<file path="config.mk">
export PLATFORM = sky130hd
export DESIGN_NAME = fetch_queue
export DESIGN_NICKNAME = d
export VERILOG_FILES = /design/src/rtl/fetch_queue.sv
export SDC_FILE = /design/constraint.sdc
export NUM_CORES = 1
export LEC_CHECK = 0
export BUFFER_PORTS_ARGS = -buffer_cell sky130_fd_sc_hd__buf_2
export CAP_MARGIN = 20
export CELL_PAD_IN_SITES_DETAIL_PLACEMENT = 1
export CELL_PAD_IN_SITES_GLOBAL_PLACEMENT = 2
export CORE_MARGIN = 5
export CORE_UTILIZATION = 30
export CTS_BUF_LIST = sky130_fd_sc_hd__clkbuf_8
export DETAILED_ROUTE_END_ITERATION = 10
export PLACE_DENSITY_LB_ADDON = 0.25
export SYNTH_ARGS = -nofsm -noshare
export SYNTH_HDL_FRONTEND = slang
export SYNTH_SLANG_ARGS = --single-unit
</file>
<file path="constraint.sdc">
create_clock -name clk -period 8.9 [get_ports clk]
set_input_delay 1.335 -clock clk [delete_from_list [all_inputs] [get_ports clk]]
set_output_delay 1.335 -clock clk [all_outputs]
set_load 0.01 [all_outputs]
</file>
<file path="src/rtl/fetch_queue.sv">
// Dual-issue fetch stage: owns the fetch PC, captures two sequential words per
// cycle into a circular {pc, instr} queue and presents the two oldest to decode.
module fetch_queue #(
  parameter int          DEPTH    = 8,
  parameter logic [31:0] RESET_PC = 32'h0000_0000,
  parameter logic [31:0] NOP      = 32'h0000_0013
) (
  input  logic                     clk,
  input  logic                     reset,
  output logic [31:0]              imem_addr,
  input  logic [31:0]              imem_rd0,
  input  logic [31:0]              imem_rd1,
  input  logic                     redirect_valid,
  input  logic [31:0]              redirect_pc,
  input  logic [1:0]               deq_count,
  output logic                     valid0,
  output logic [31:0]              instr0,
  output logic [31:0]              pc0,
  output logic                     valid1,
  output logic [31:0]              instr1,
  output logic [31:0]              pc1,
  output logic [$clog2(DEPTH):0]   count
);

  localparam int AW = $clog2(DEPTH);
  localparam int CW = AW + 1;

  typedef struct packed {
    logic [31:0] pc;
    logic [31:0] instr;
  } entry_t;

  entry_t          mem_q [DEPTH];
  logic [31:0]     fetch_pc_q, fetch_pc_d;
  logic [AW-1:0]   rd_ptr_q, rd_ptr_d;
  logic [AW-1:0]   wr_ptr_q, wr_ptr_d;
  logic [CW-1:0]   count_q, count_d;

  logic [CW-1:0]   free_slots;
  logic [1:0]      deq_req;
  logic [CW-1:0]   eff_deq;
  logic [1:0]      enq_n;
  logic            we0, we1;
  logic [AW-1:0]   wr_ptr1, rd_ptr1;
  logic            redirect_lsb_unused;

  assign redirect_lsb_unused = ^redirect_pc[1:0];

  // Handshake: valid0/valid1 advertise the two oldest entries; decode consumes
  // deq_count of them (clamped to what is valid) on the next rising edge.
  // Enqueue space is judged on pre-edge occupancy, so a same-cycle dequeue
  // never makes room for that cycle's fetch.
  always_comb begin
    free_slots = CW'(DEPTH) - count_q;
    deq_req    = (deq_count == 2'd3) ? 2'd2 : deq_count;
    eff_deq    = (CW'(deq_req) > count_q) ? count_q : CW'(deq_req);
    enq_n      = 2'd0;
    we0        = 1'b0;
    we1        = 1'b0;
    if (!fetch_pc_q[2]) begin
      if (free_slots >= CW'(2)) begin
        enq_n = 2'd2;
        we0   = 1'b1;
        we1   = 1'b1;
      end
    end else if (free_slots >= CW'(1)) begin
      enq_n = 2'd1;
      we0   = 1'b1;
    end
    fetch_pc_d = fetch_pc_q + (32'(enq_n) << 2);
    wr_ptr_d   = wr_ptr_q + AW'(enq_n);
    rd_ptr_d   = rd_ptr_q + AW'(eff_deq);
    count_d    = count_q + CW'(enq_n) - eff_deq;
    // Redirect flushes everything, including words fetched this cycle.
    if (redirect_valid) begin
      we0        = 1'b0;
      we1        = 1'b0;
      fetch_pc_d = {redirect_pc[31:2], 2'b00};
      wr_ptr_d   = '0;
      rd_ptr_d   = '0;
      count_d    = '0;
    end
  end

  always_ff @(posedge clk or negedge reset) begin
    if (!reset) begin
      fetch_pc_q <= RESET_PC;
      rd_ptr_q   <= '0;
      wr_ptr_q   <= '0;
      count_q    <= '0;
    end else begin
      fetch_pc_q <= fetch_pc_d;
      rd_ptr_q   <= rd_ptr_d;
      wr_ptr_q   <= wr_ptr_d;
      count_q    <= count_d;
    end
  end

  assign wr_ptr1 = wr_ptr_q + AW'(1);

  // Storage is not reset: occupancy alone decides what is visible.
  always_ff @(posedge clk) begin
    if (we0) mem_q[wr_ptr_q] <= '{pc: fetch_pc_q, instr: imem_rd0};
    if (we1) mem_q[wr_ptr1]  <= '{pc: fetch_pc_q + 32'd4, instr: imem_rd1};
  end

  assign rd_ptr1   = rd_ptr_q + AW'(1);
  assign imem_addr = fetch_pc_q;
  assign count     = count_q;
  assign valid0    = (count_q != '0);
  assign valid1    = (count_q >= CW'(2));
  assign instr0    = valid0 ? mem_q[rd_ptr_q].instr : NOP;
  assign pc0       = valid0 ? mem_q[rd_ptr_q].pc    : 32'd0;
  assign instr1    = valid1 ? mem_q[rd_ptr1].instr  : NOP;
  assign pc1       = valid1 ? mem_q[rd_ptr1].pc     : 32'd0;

endmodule

</file>
==> metrics.txt <==
Seq cells post-synth 536; FF-to-FF setup slack 4590 ps; post-cts hold buffer count 0; post-route insts no fill 3,782; Placement Cell Area 0.03336 mm^2; Total GRT Usage 18.90%; Routed wire per std cell 28.08 um; final period utilization 66.05%; Worst slew margin 23.64%; # IOs 267; initial antenna violation count 8; GRT overflow 0; final worst-path setup slack 3022 ps; sequential area share after synthesis 51.31%; Fin. Hold Viols 0; crit path from rd_ptr_q[0]$_DFF_PN0_; Yosys warnings 0; number of buffers created by CTS 100; starting density of the core 30.32%; crit start category register; critical path data required time 7570 ps; status completed; Avg Vias per Cell 5.326; CTS sink cnt 536; Final Critical Period 5878 ps; RSZ-0062 raised after global routing false; area of the die 0.1098 mm^2; layout net count 2,453; post-synth design cell area 0.03098 mm^2; Max Buffers Root-to-Sink 3; clk slew on worst S/H paths 60 ps; WP data arrival 4540 ps; Synth area leaders edfxtp_1 48%, mux4_2 18%, mux2_2 9.6%; total negative setup slack 0 ps; largest net degree at the start of global routing 69; clock root buffer clkbuf_8; via count 20,140; VDD IR max 230.1 uV; global-route wire length before repair 155.0 mm; setup bufs post-CTS 0; drt drc 0; asr flop ratio synth 7.463%; synthesized instance count 2,209; pre-CTS WS 3640 ps; RePlAce Congestion 0.7446; syn avg cell area 14.02 um^2; Final Cell Area 0.03523 mm^2; Synth area leader edfxtp_1; Static Leak 11.89 nW; Die X-Extent 331.4 um; HP Class input pin to asynchronous set/reset pin; Rows 117; Worst-Skew Late Latency 740 ps; fill cell count 10,830; worst r2r src count[0]$_DFF_PN0_; CP endpoint instr0[31]; H-tree depth reported by CTS 3; crit path kind register to output pin; DP Cell Count 3,594; vias in the first global route 22,160; skew final 43.10 ps; Post-CTS Resized 0; Final HPWL DP 63.00 mm; Post-synth EDFFs 496; Netlist cell types 54; P per Cell Area 355.7 mW/mm^2; Max-Cap Viols 0; layout cells sized above 1 40.98%; RR Endpoint mem_q[5][10]$_DFFE_PP_; max frequency 170.1 MHz; core area 0.1022 mm^2; input/output buffers 258; Worst Path Max Fanout 62; Total Routed Length 106.2 mm; Post-DRT Antenna Nets 0; final-report max-slew violation count 0; Die H 331.4 um; setup violators final 0; CTS tree done; worst-margin pin slew 1139 ps; CP Capture Type output pin; DR pass1 iterations 5; 1st-iter DRT viols 1,151; Synth top area share 48.08%; Primary FF master, synth edfxtp_1; synth-to-layout area growth 13.70%; R2R cell count 10
[power breakdown]
group          internal, mW  switching, mW  leakage (nW)
sequential             3.52          0.451          5.02
combinational          2.56           3.78          5.79
clock                  1.12           1.10          1.08
[metal layers]
metal  track usage (%)  vias to the layer above  share of wire (%)
met5                 0                        -              0.026
met4             4.992                        4                2.5
met3             2.987                      171                4.8
met2             32.58                      610                 49
met1             24.93                    10700                 43
li1                  -                     8659                  -
[how the worst min path moves through the flow]
stage | startpoint | endpoint | slack, ps | depth (start not counted)
2_1_floorplan | rd_ptr_q[0]$_DFF_PN0_ | rd_ptr_q[0]$_DFF_PN0_ | 610 | 2
3_3_place_gp | wr_ptr_q[2]$_DFF_PN0_ | wr_ptr_q[2]$_DFF_PN0_ | 700 | 2
3_5_place_dp | wr_ptr_q[2]$_DFF_PN0_ | wr_ptr_q[2]$_DFF_PN0_ | 690 | 2
4_1_cts | wr_ptr_q[2]$_DFF_PN0_ | wr_ptr_q[2]$_DFF_PN0_ | 710 | 2
5_1_grt | reset | wr_ptr_q[0]$_DFF_PN0_ | 500 | 1
6_report | reset | wr_ptr_q[0]$_DFF_PN0_ | 520 | 1
[Yosys cell counts (all sizes together) (6+ instances only)]
cell	instances
a21oi	65
and2	6
and3	9
buf	89
clkbuf	209
dfrtp	40
edfxtp	496
ha	17
inv	25
mux2	265
mux2i	65
mux4	248
nand2	179
nand2b	8
nand3	84
nand4	15
nor2	90
nor2b	10
nor3	63
o21ai	33
xnor2	77
xor2	62
[sequential cells by signal, indices dropped and copies added, names as in the netlist]
name,cells
mem_q,496
imem_addr,30
count,4
rd_ptr_q,3
wr_ptr_q,3
[area by class of cell]
| class | count | area (um^2) | area share [%] |
|---|---|---|---|
| diodes | 3 | 7.507 | 0.02131 |
| clock buffers | 101 | 1390 | 3.946 |
| clock inverters | 82 | 416.7 | 1.183 |
| inverters | 27 | 101.3 | 0.2877 |
| multi-input cells | 1353 | 13950 | 39.60 |
| flip-flops and latches | 536 | 15910 | 45.16 |
| well taps | 1368 | 1712 | 4.859 |
| repair buffers | 312 | 1742 | 4.944 |
[critical path, stage by stage (launching register included)]
cell and delay, ps:
dfrtp_4 930, buf_4 770, buf_4 920, mux4_2 620, mux2i_1 190, nor2_1 120, buf_2 220
[stage by stage]
step | hold WS (ps) | total power, mW | utilization (%)
after CTS | 707.2 | 12.78 | 34.42
final | 518.7 | 12.53 | 34.47
after global routing | 504.6 | 13.28 | 34.47
after floorplan | 612.3 | 7.967 | -
after global placement | 699.5 | 10.38 | 32.65
after detailed placement | 693.9 | 10.51 | 32.65
[layout by cell type, fill, tap and decap left out, types with 5 or more instances in the layout]
cell      count
mux2i_1      65
edfxtp_1    496
mux4_2      248
xnor2_1      76
clkinv_2     15
o21ai_0      29
and4_1        5
nor3_1       57
inv_1        65
nor2_1       84
nand3_1      84
nand4_1      15
dfrtp_1      37
and3_1        9
ha_1         16
a21oi_1      65
xor2_1       61
conb_1        6
nand2b_1      8
mux2_2      265
nor2b_1      10
buf_2       258
clkinv_1     21
buf_4        51
fa_1          5
nand2_1     175
clkbuf_8    101
[cell families after synthesis]
kind of cell	after synthesis	share of synthesized area (%)
AO/OA/AOI/OAI	125	2.399
XOR/XNOR	139	3.930
adder cells (fa/ha/maj)	22	1.010
buffers and inverters	325	4.382
flip-flops	536	51.31
multiplexers	578	29.76
other	1	0.01210
AND/OR/NAND/NOR	483	7.201
No activity file was read; power rests on OpenSTA's default activity.
